$ cat src/rtl/spi_mem_pkg.sv
// Shared definitions for the SPI memory slave.
//   state_t          frame FSM states
//   CMD_READ/WRITE   encodings of the R/W bit that closes the command phase
//   rw_bit_index()   bit-counter value at which the R/W bit is sampled
//   sample_on_rise() SPI mode -> 1 if MOSI is sampled on the SCLK rising edge
package spi_mem_pkg;

  typedef enum logic [2:0] {
    ST_IDLE    = 3'd0,
    ST_CMD     = 3'd1,
    ST_RD_LOAD = 3'd2,
    ST_RD_DATA = 3'd3,
    ST_WR_DATA = 3'd4,
    ST_DONE    = 3'd5,
    ST_WAIT_CS = 3'd6
  } state_t;

  localparam logic CMD_READ  = 1'b1;
  localparam logic CMD_WRITE = 1'b0;

  // The command is addr[ADDR_W-1:0] followed by R/W, so R/W is the bit
  // received when the counter equals ADDR_W.
  function automatic int rw_bit_index(input int addr_w);
    return addr_w;
  endfunction

  // Modes 0 and 3 sample on the rising edge, modes 1 and 2 on the falling
  // edge; the shift edge is always the opposite one.
  function automatic logic sample_on_rise(input logic cpol, input logic cpha);
    return ~(cpol ^ cpha);
  endfunction

endpackage

$ cat src/rtl/spi_pin_sync.sv
// Multi-flop synchroniser for one asynchronous SPI pin, with one-clk edge
// pulses derived from the synchronised level.
//   clk, rst_n  fabric clock, async active-low reset
//   pin         raw asynchronous pin
//   level       synchronised pin value
//   rise, fall  one-clk pulses on synchronised 0->1 / 1->0 transitions
// RESET_VAL should be the pin's expected idle level, so leaving reset does
// not fabricate an edge.
module spi_pin_sync #(
  parameter int   STAGES    = 2,
  parameter logic RESET_VAL = 1'b0
) (
  input  logic clk,
  input  logic rst_n,
  input  logic pin,
  output logic level,
  output logic rise,
  output logic fall
);

  logic [STAGES-1:0] sync_q;
  logic              prev_q;

  always_ff @(posedge clk or negedge rst_n) begin
    if (!rst_n) begin
      sync_q <= {STAGES{RESET_VAL}};
      prev_q <= RESET_VAL;
    end else begin
      sync_q <= {sync_q[STAGES-2:0], pin};
      prev_q <= sync_q[STAGES-1];
    end
  end

  assign level = sync_q[STAGES-1];
  assign rise  = level & ~prev_q;
  assign fall  = ~level & prev_q;

endmodule

$ cat src/rtl/spi_mem_slave.sv
// SPI slave fronting a word-addressed RAM of 2**ADDR_W x DATA_W.
// Frame: CS low, addr (MSB first), R/W bit (1 = read), then data words.
// Burst mode auto-increments the address (wrapping) across words.
//   clk, rst_n       fabric clock (>= 8x SCLK), async active-low reset
//   sclk_pin, cs_pin, mosi_pin   asynchronous SPI inputs
//   miso_pin, miso_oe            MISO data and output enable
//   busy             frame in progress
//   abort_count      saturating count of frames cut off mid-word
//   dbg_state        current FSM state (spi_mem_pkg::state_t encoding)
// Handshake: there is no valid/ready interface; the SPI master owns all
// timing and the slave follows synchronised SCLK edges, with a CS rise
// taking priority over any SCLK edge seen in the same clk.
module spi_mem_slave
  import spi_mem_pkg::*;
#(
  parameter int ADDR_W      = 7,
  parameter int DATA_W      = 8,
  parameter int CPOL        = 0,
  parameter int CPHA        = 0,
  parameter int BURST       = 1,
  parameter int SYNC_STAGES = 2
) (
  input  logic       clk,
  input  logic       rst_n,
  input  logic       sclk_pin,
  input  logic       cs_pin,
  input  logic       mosi_pin,
  output logic       miso_pin,
  output logic       miso_oe,
  output logic       busy,
  output logic [7:0] abort_count,
  output logic [2:0] dbg_state
);

  localparam int   MAXW        = (ADDR_W > DATA_W) ? ADDR_W : DATA_W;
  localparam int   CNT_W       = $clog2(MAXW + 1);
  localparam logic SAMPLE_RISE = sample_on_rise(1'(CPOL), 1'(CPHA));
  localparam logic [CNT_W-1:0] CNT_RW   = CNT_W'(rw_bit_index(ADDR_W));
  localparam logic [CNT_W-1:0] CNT_LAST = CNT_W'(DATA_W - 1);

  // ---------------- pin synchronisers ----------------
  logic sclk_level, sclk_rise, sclk_fall;
  logic cs_level, cs_rise, cs_fall;
  logic mosi_level, mosi_rise, mosi_fall;

  spi_pin_sync #(.STAGES(SYNC_STAGES), .RESET_VAL(1'(CPOL))) u_sync_sclk (
    .clk(clk), .rst_n(rst_n), .pin(sclk_pin),
    .level(sclk_level), .rise(sclk_rise), .fall(sclk_fall)
  );

  // CS resets to "asserted" so a CS held low through reset shows no fall
  // edge and the FSM parks in WAIT_CS instead of starting a bogus frame.
  spi_pin_sync #(.STAGES(SYNC_STAGES), .RESET_VAL(1'b0)) u_sync_cs (
    .clk(clk), .rst_n(rst_n), .pin(cs_pin),
    .level(cs_level), .rise(cs_rise), .fall(cs_fall)
  );

  spi_pin_sync #(.STAGES(SYNC_STAGES), .RESET_VAL(1'b0)) u_sync_mosi (
    .clk(clk), .rst_n(rst_n), .pin(mosi_pin),
    .level(mosi_level), .rise(mosi_rise), .fall(mosi_fall)
  );

  logic unused_sync;
  assign unused_sync = &{1'b0, sclk_level, mosi_rise, mosi_fall};

  // ---------------- edge qualification ----------------
  logic sample_edge, shift_edge;
  assign sample_edge = (SAMPLE_RISE ? sclk_rise : sclk_fall) & ~cs_rise;
  assign shift_edge  = (SAMPLE_RISE ? sclk_fall : sclk_rise) & ~cs_rise;

  // ---------------- datapath registers ----------------
  state_t              state, state_next;
  logic [CNT_W-1:0]    bit_cnt;
  logic [ADDR_W-1:0]   cmd_shift;
  logic [ADDR_W-1:0]   addr;
  logic [DATA_W-2:0]   rx_shift;
  logic [DATA_W-1:0]   rx_next;
  logic [DATA_W-1:0]   tx_shift;
  logic [DATA_W-1:0]   prefetch;
  logic [1:0]          pf_wait;
  logic [1:0]          load_phase;
  logic                miso_q;
  logic                we;
  logic [ADDR_W-1:0]   waddr;
  logic [DATA_W-1:0]   wdata;
  logic [ADDR_W-1:0]   rd_addr;
  logic [DATA_W-1:0]   ram_q;

  logic rw_done, word_done;
  assign rw_done   = sample_edge && (bit_cnt == CNT_RW);
  assign word_done = sample_edge && (bit_cnt == CNT_LAST);
  assign rx_next   = {rx_shift, mosi_level};

  // ---------------- RAM ----------------
  logic [DATA_W-1:0] mem [0:(2**ADDR_W)-1];

  // Read port tracks addr+1 so the prefetch buffer can always be refilled;
  // only the first RD_LOAD cycle fetches the addressed word itself.
  assign rd_addr = (state == ST_RD_LOAD && load_phase == 2'd0) ? addr
                                                               : addr + ADDR_W'(1);

  always_ff @(posedge clk) begin
    if (we) mem[waddr] <= wdata;
    ram_q <= mem[rd_addr];
  end

  // ---------------- FSM: state register ----------------
  always_ff @(posedge clk or negedge rst_n) begin
    if (!rst_n) state <= ST_IDLE;
    else        state <= state_next;
  end

  // ---------------- FSM: next state ----------------
  always_comb begin
    state_next = state;
    if (cs_rise) begin
      state_next = ST_IDLE;
    end else begin
      case (state)
        ST_IDLE:    if (cs_fall) state_next = ST_CMD;
                    else if (!cs_level) state_next = ST_WAIT_CS;
        ST_CMD:     if (rw_done)
                      state_next = (mosi_level == CMD_READ) ? ST_RD_LOAD : ST_WR_DATA;
        ST_RD_LOAD: if (load_phase == 2'd2) state_next = ST_RD_DATA;
        ST_RD_DATA: if (word_done && BURST == 0) state_next = ST_DONE;
        ST_WR_DATA: if (word_done && BURST == 0) state_next = ST_DONE;
        ST_DONE:    state_next = ST_DONE;
        ST_WAIT_CS: if (cs_level) state_next = ST_IDLE;
        default:    state_next = ST_IDLE;
      endcase
    end
  end

  // ---------------- FSM: outputs ----------------
  always_comb begin
    miso_oe   = 1'b0;
    miso_pin  = 1'b0;
    busy      = 1'b0;
    dbg_state = state;
    if (state == ST_RD_DATA) begin
      miso_oe  = 1'b1;
      miso_pin = miso_q;
    end
    if (state inside {ST_CMD, ST_RD_LOAD, ST_RD_DATA, ST_WR_DATA, ST_DONE})
      busy = 1'b1;
  end

  // ---------------- datapath ----------------
  always_ff @(posedge clk or negedge rst_n) begin
    if (!rst_n) begin
      bit_cnt     <= '0;
      cmd_shift   <= '0;
      addr        <= '0;
      rx_shift    <= '0;
      tx_shift    <= '0;
      prefetch    <= '0;
      pf_wait     <= '0;
      load_phase  <= '0;
      miso_q      <= 1'b0;
      we          <= 1'b0;
      waddr       <= '0;
      wdata       <= '0;
      abort_count <= '0;
    end else begin
      we <= 1'b0;

      // Refill the prefetch buffer two clks after an address step: one clk
      // for the new rd_addr to reach the RAM, one for the read latency.
      if (pf_wait != 2'd0) begin
        pf_wait <= pf_wait - 2'd1;
        if (pf_wait == 2'd1) prefetch <= ram_q;
      end

      if (cs_rise && (state inside {ST_CMD, ST_WR_DATA, ST_RD_DATA}) &&
          bit_cnt != '0 && abort_count != 8'hFF)
        abort_count <= abort_count + 8'd1;

      case (state)
        ST_IDLE: begin
          bit_cnt    <= '0;
          load_phase <= '0;
          pf_wait    <= '0;
        end
        ST_CMD: begin
          if (sample_edge) begin
            if (bit_cnt == CNT_RW) begin
              addr       <= cmd_shift;
              bit_cnt    <= '0;
              load_phase <= '0;
            end else begin
              cmd_shift <= {cmd_shift[ADDR_W-2:0], mosi_level};
              bit_cnt   <= bit_cnt + CNT_W'(1);
            end
          end
        end
        ST_RD_LOAD: begin
          miso_q     <= 1'b0;
          load_phase <= load_phase + 2'd1;
          if (load_phase == 2'd1) tx_shift <= ram_q;
          if (load_phase == 2'd2) prefetch <= ram_q;
        end
        ST_RD_DATA: begin
          if (shift_edge) begin
            miso_q   <= tx_shift[DATA_W-1];
            tx_shift <= {tx_shift[DATA_W-2:0], 1'b0};
          end
          // Word boundary is counted on sample edges so the master has
          // already captured the last bit before the next word is loaded.
          if (sample_edge) begin
            if (bit_cnt == CNT_LAST) begin
              bit_cnt  <= '0;
              tx_shift <= prefetch;
              addr     <= addr + ADDR_W'(1);
              pf_wait  <= 2'd2;
            end else begin
              bit_cnt <= bit_cnt + CNT_W'(1);
            end
          end
        end
        ST_WR_DATA: begin
          if (sample_edge) begin
            if (bit_cnt == CNT_LAST) begin
              we      <= 1'b1;
              waddr   <= addr;
              wdata   <= rx_next;
              addr    <= addr + ADDR_W'(1);
              bit_cnt <= '0;
            end else begin
              rx_shift <= rx_next[DATA_W-2:0];
              bit_cnt  <= bit_cnt + CNT_W'(1);
            end
          end
        end
        default: ;
      endcase
    end
  end

endmodule

$ cat config.mk
export PLATFORM = sky130hd
export DESIGN_NAME = spi_mem_slave
export DESIGN_NICKNAME = d
export VERILOG_FILES = /design/src/rtl/spi_mem_pkg.sv /design/src/rtl/spi_pin_sync.sv /design/src/rtl/spi_mem_slave.sv
export SDC_FILE = /design/constraint.sdc
export NUM_CORES = 1
export LEC_CHECK = 0
export CELL_PAD_IN_SITES_DETAIL_PLACEMENT = 2
export CELL_PAD_IN_SITES_GLOBAL_PLACEMENT = 2
export CORE_MARGIN = 2
export CORE_UTILIZATION = 50
export DETAILED_ROUTE_END_ITERATION = 10
export MAX_ROUTING_LAYER = met4
export PLACE_DENSITY = 0.93
export SYNTH_ARGS = -nofsm -noshare
export SYNTH_HDL_FRONTEND = slang
export SYNTH_SLANG_ARGS = --single-unit
$ cat constraint.sdc
create_clock -name clk -period 7.64 [get_ports clk]
set_input_delay 2.292 -clock clk [delete_from_list [all_inputs] [get_ports clk]]
set_output_delay 2.292 -clock clk [all_outputs]
set_load 0.03 [all_outputs]
==> tab_implementation.tex <==
\begin{tabular}{lr}
\hline
Metric & Value \\
\hline
\multicolumn{2}{l}{\textbf{Status}} \\
\quad Status & complete, but fails checks \\
\quad Failing checks & max-capacitance violations, max-slew violations \\
\multicolumn{2}{l}{\textbf{Worst setup path}} \\
\quad Critical Path, Cell by Cell & inv\_1 > ha\_1 > and4bb\_4 > buf\_4 > nand2\_8 > buf\_4 > o221ai\_1 > a211oi\_1 > a311oi\_1 > o41ai\_1 > nor4bb\_1 \\
\quad Worst-case reg-to-reg path depth & 11 \\
\quad Largest fanout on the critical path & 144 \\
\quad Delay of the slowest critical-path stage & 1380 ps \\
\quad Cell at the slowest stage of the critical path & sky130\_fd\_sc\_hd\_\_o41ai\_1 \\
\quad Top cell by count, worst path & sky130\_fd\_sc\_hd\_\_buf\_4 \\
\quad Endpoint kind of the worst setup timing path & flop \\
\quad Worst Path Required & 8270 ps \\
\quad Startpoint type of the worst setup path & flop \\
\quad Sum of buffers and inverters on the critical path & 3 \\
\quad Crit Path Category & reg -> reg \\
\quad Reg-to-reg setup timing slack & 1640 ps \\
\quad Critical path depth & 11 \\
\quad Data arrival time of the critical path & 6630 ps \\
\quad Crit-path leading delay family & compound AO/OA/AOI/OAI gates \\
\multicolumn{2}{l}{\textbf{CTS}} \\
\quad Clock Latency Late Sink & 790 ps \\
\quad Clk slew on worst S/H paths & 70 ps \\
\quad CTS resizes & 0 \\
\quad TritonCTS buffer count & 120 \\
\quad Clock root buffer & sky130\_fd\_sc\_hd\_\_clkbuf\_16 \\
\quad Clock sink count & 1113 \\
\quad Clock buffer depth & 3 \\
\quad Total number of H-tree levels & 3 \\
\quad TritonCTS clock tree & yes \\
\quad Number of setup buffers added after CTS & 0 \\
\quad CTS Hold Bufs & 0 \\
\multicolumn{2}{l}{\textbf{Synth}} \\
\quad Number of unique standard cell types used by synthesis & 71 \\
\quad Number of synthesized register bits & 1113 \\
\quad Number of standard cells after synthesis & 3611 \\
\quad Cell types with the largest area share after synthesis & sky130\_fd\_sc\_hd\_\_edfxtp\_1 62\%, sky130\_fd\_sc\_hd\_\_o221ai\_1 5.6\%, sky130\_fd\_sc\_hd\_\_mux2\_2 5.0\% \\
\quad Portion of the post-synthesis area used by sequential elements & 66.2\% \\
\quad Leading area contributor after synthesis & sky130\_fd\_sc\_hd\_\_edfxtp\_1 \\
\quad Syn nets & 3625 \\
\quad Synth warnings & 0 \\
\quad Post-synth ARST share & 7.28\% \\
\quad Number of synthesized flops with an enable pin & 1024 \\
\quad Yosys top cell area share & 61.8\% \\
\quad Netlist area before placement & 0.0498 mm2 \\
\quad Average instance area after synthesis & 13.8 um2 \\
\quad Most instantiated flip-flop cell in the synthesis netlist & sky130\_fd\_sc\_hd\_\_edfxtp\_1 \\
\multicolumn{2}{l}{\textbf{Die}} \\
\quad Core region area & 0.0986 mm2 \\
\quad Starting utilization of the core area & 50.5\% \\
\quad Horizontal die dimension & 320 um \\
\quad Number of placement rows & 115 \\
\quad Number of placed I/O pins & 19 \\
\quad Floorplan die area & 0.102 mm2 \\
\quad Overall die height & 320 um \\
\multicolumn{2}{l}{\textbf{Layout}} \\
\quad Final Non-Filler Cells & 4910 \\
\quad Filler cell count in the final layout & 8674 \\
\quad Fin nets & 3514 \\
\quad Proportion of layout cells with a drive suffix above 1 & 14.4\% \\
\quad Layout Utilization & 55.6\% \\
\quad Most common library cell in the layout ignoring fill and taps & sky130\_fd\_sc\_hd\_\_edfxtp\_1 \\
\quad Commonest cells after routing, fill and taps aside & 1024 x sky130\_fd\_sc\_hd\_\_edfxtp\_1, 318 x sky130\_fd\_sc\_hd\_\_o221ai\_1, 265 x sky130\_fd\_sc\_hd\_\_o22ai\_1 \\
\quad Area Overhead vs Synth & 10.2\% \\
\multicolumn{2}{l}{\textbf{STA}} \\
\quad Total Neg Setup Slack & 0 ps \\
\quad RSZ-0062 raised after global routing & no \\
\quad Hold Fails Final Rpt & 0 \\
\quad Final clock skew & 44.9 ps \\
\quad Final critical-path required period & 6000 ps \\
\quad Final Cycle Share & 78.5\% \\
\quad Peak clock frequency supported by timing & 167 MHz \\
\quad Setup violators final & 0 \\
\quad Count of final max-slew check failures & 4 \\
\quad Worst-Margin Slew & 1570 ps \\
\quad Slew headroom & -5.36\% \\
\multicolumn{2}{l}{\textbf{Routing}} \\
\quad Final WL & 216000 um \\
\quad Post-detailed-route count of antenna-violating nets & 0 \\
\quad Average wire length per cell after detail routing & 43.9 um \\
\quad First-iteration detailed-routing DRC count & 5995 \\
\quad Via count normalized by instance count & 7.88 \\
\quad \# DRC & 0 \\
\quad DR pass1 iterations & 6 \\
\quad Total number of vias & 38700 \\
\multicolumn{2}{l}{\textbf{Power and ir drop}} \\
\quad PwrDens & 287 mW/mm2 \\
\quad Largest voltage drop on the vdd net & 0.204 mV \\
\quad Static Leak & 18.8 nW \\
\multicolumn{2}{l}{\textbf{Placement}} \\
\quad Instance count after placement with tap cells included & 4664 \\
\quad Weighted congestion at the end of routability-driven global placement & 0.867 \\
\quad Placed wire-length estimate after detailed placement & 116000 um \\
\quad Count of input and output buffers & 18 \\
\multicolumn{2}{l}{\textbf{Worst hold path}} \\
\quad Cells on Worst Hold Path & 0 \\
\quad Class of the tightest hold or removal check & reg -> reg \\
\multicolumn{2}{l}{\textbf{GRT}} \\
\quad Global-route wire length before repair & 310000 um \\
\quad Overall fraction of global-route tracks in use & 43.0\% \\
\quad Overall overflow remaining after global route & 0 \\
\quad Initial antenna violation count & 12 \\
\quad Number of global-route vias before repair & 40500 \\
\quad Maximum number of pins on one net before global-route repair & 175 \\
\multicolumn{2}{l}{\textbf{Flow run}} \\
\quad Reported max-cap violation count & 2 \\
\hline
\end{tabular}
==> synthesized netlist by cell type, drive strengths merged (93+ instances only) <==
master / n
mux2i: 112
buf: 184
o21ai: 166
o22ai: 265
nor2: 160
nand3: 93
a211oi: 114
mux2: 219
edfxtp: 1024
nand2: 257
o221ai: 318
clkbuf: 144
==> report_power, final <==
| group | internal (mW) | switching, mW |
|---|---|---|
| sequential | 6.65 | 0.120 |
| clock | 3.39 | 2.76 |
| combinational | 0.775 | 2.06 |
==> flip-flops by register name (all words and copies together) (netlist names), 2 cells and up <==
signal,cells
mem,1024
abort_count,8
prefetch,8
ram_q,8
tx_shift,8
wdata,8
addr,7
cmd_shift,7
rx_shift,7
waddr,7
bit_cnt,4
dbg_state,3
load_phase,2
pf_wait,2
u_sync_cs.sync_q,2
u_sync_mosi.sync_q,2
u_sync_sclk.sync_q,2
==> path summary, 6_finish.rpt <==
check                                       from                     to
setup / recovery                   load_phase[0]               ram_q[2]
hold / removal             u_sync_mosi.sync_q[0]  u_sync_mosi.sync_q[1]
setup reg to reg                   load_phase[0]               ram_q[2]
hold reg to reg            u_sync_mosi.sync_q[0]  u_sync_mosi.sync_q[1]
max in group asynchronous                  rst_n                addr[0]
min in group asynchronous                  rst_n             pf_wait[0]
==> metal layers <==
metal | wire length [um] | track usage, % | up-vias
li1 | - | - | 14700
met2 | 103000 | 68.7 | 3110
met1 | 74900 | 49.5 | 19800
met3 | 20800 | 9.61 | 1048
met5 | 0 | - | -
met4 | 16600 | 26.9 | 0
==> logic make-up (layout without fill, tap and decap cells) <==
kind of cell | count (synthesis) | count (layout) | share of synthesized area, %
AO/OA/AOI/OAI | 1132 | 1132 | 16.7
flip-flops | 1113 | 1113 | 66.2
AND/OR/NAND/NOR | 663 | 663 | 6.12
buffers and inverters | 347 | 342 | 3.21
multiplexers | 331 | 331 | 7.21
XOR/XNOR | 16 | 16 | 0.334
adder cells (fa/ha/maj) | 9 | 9 | 0.226
other | 0 | 17 | 0
==> metrics by stage <==
stage | hold slack, ps | area, um2 | setup slack [ps] | power (mW)
2_1_floorplan | 331 | 49800 | 3560 | 8.48
3_3_place_gp | 333 | 50800 | 2630 | 9.19
3_5_place_dp | 342 | 50800 | 2160 | 9.41
4_1_cts | 356 | 54800 | 1990 | 15.6
5_1_grt | 365 | 54800 | 1820 | 16.0
6_report | 357 | 54800 | 1640 | 15.8
==> cell type report <==
type                            instances  area [um2]  area share, %
Sequential cell                      1113       33000           60.1
Multi-Input combinational cell       2151       15400           28.0
Clock buffer                          146        3260           5.94
Tap cell                             1287        1610           2.94
Timing Repair Buffer                   95         835           1.52
Clock inverter                         82         673           1.23
Inverter                               19        78.8          0.144
Antenna cell                           17        42.5         0.0776
No activity file was read; power rests on OpenSTA's default activity.
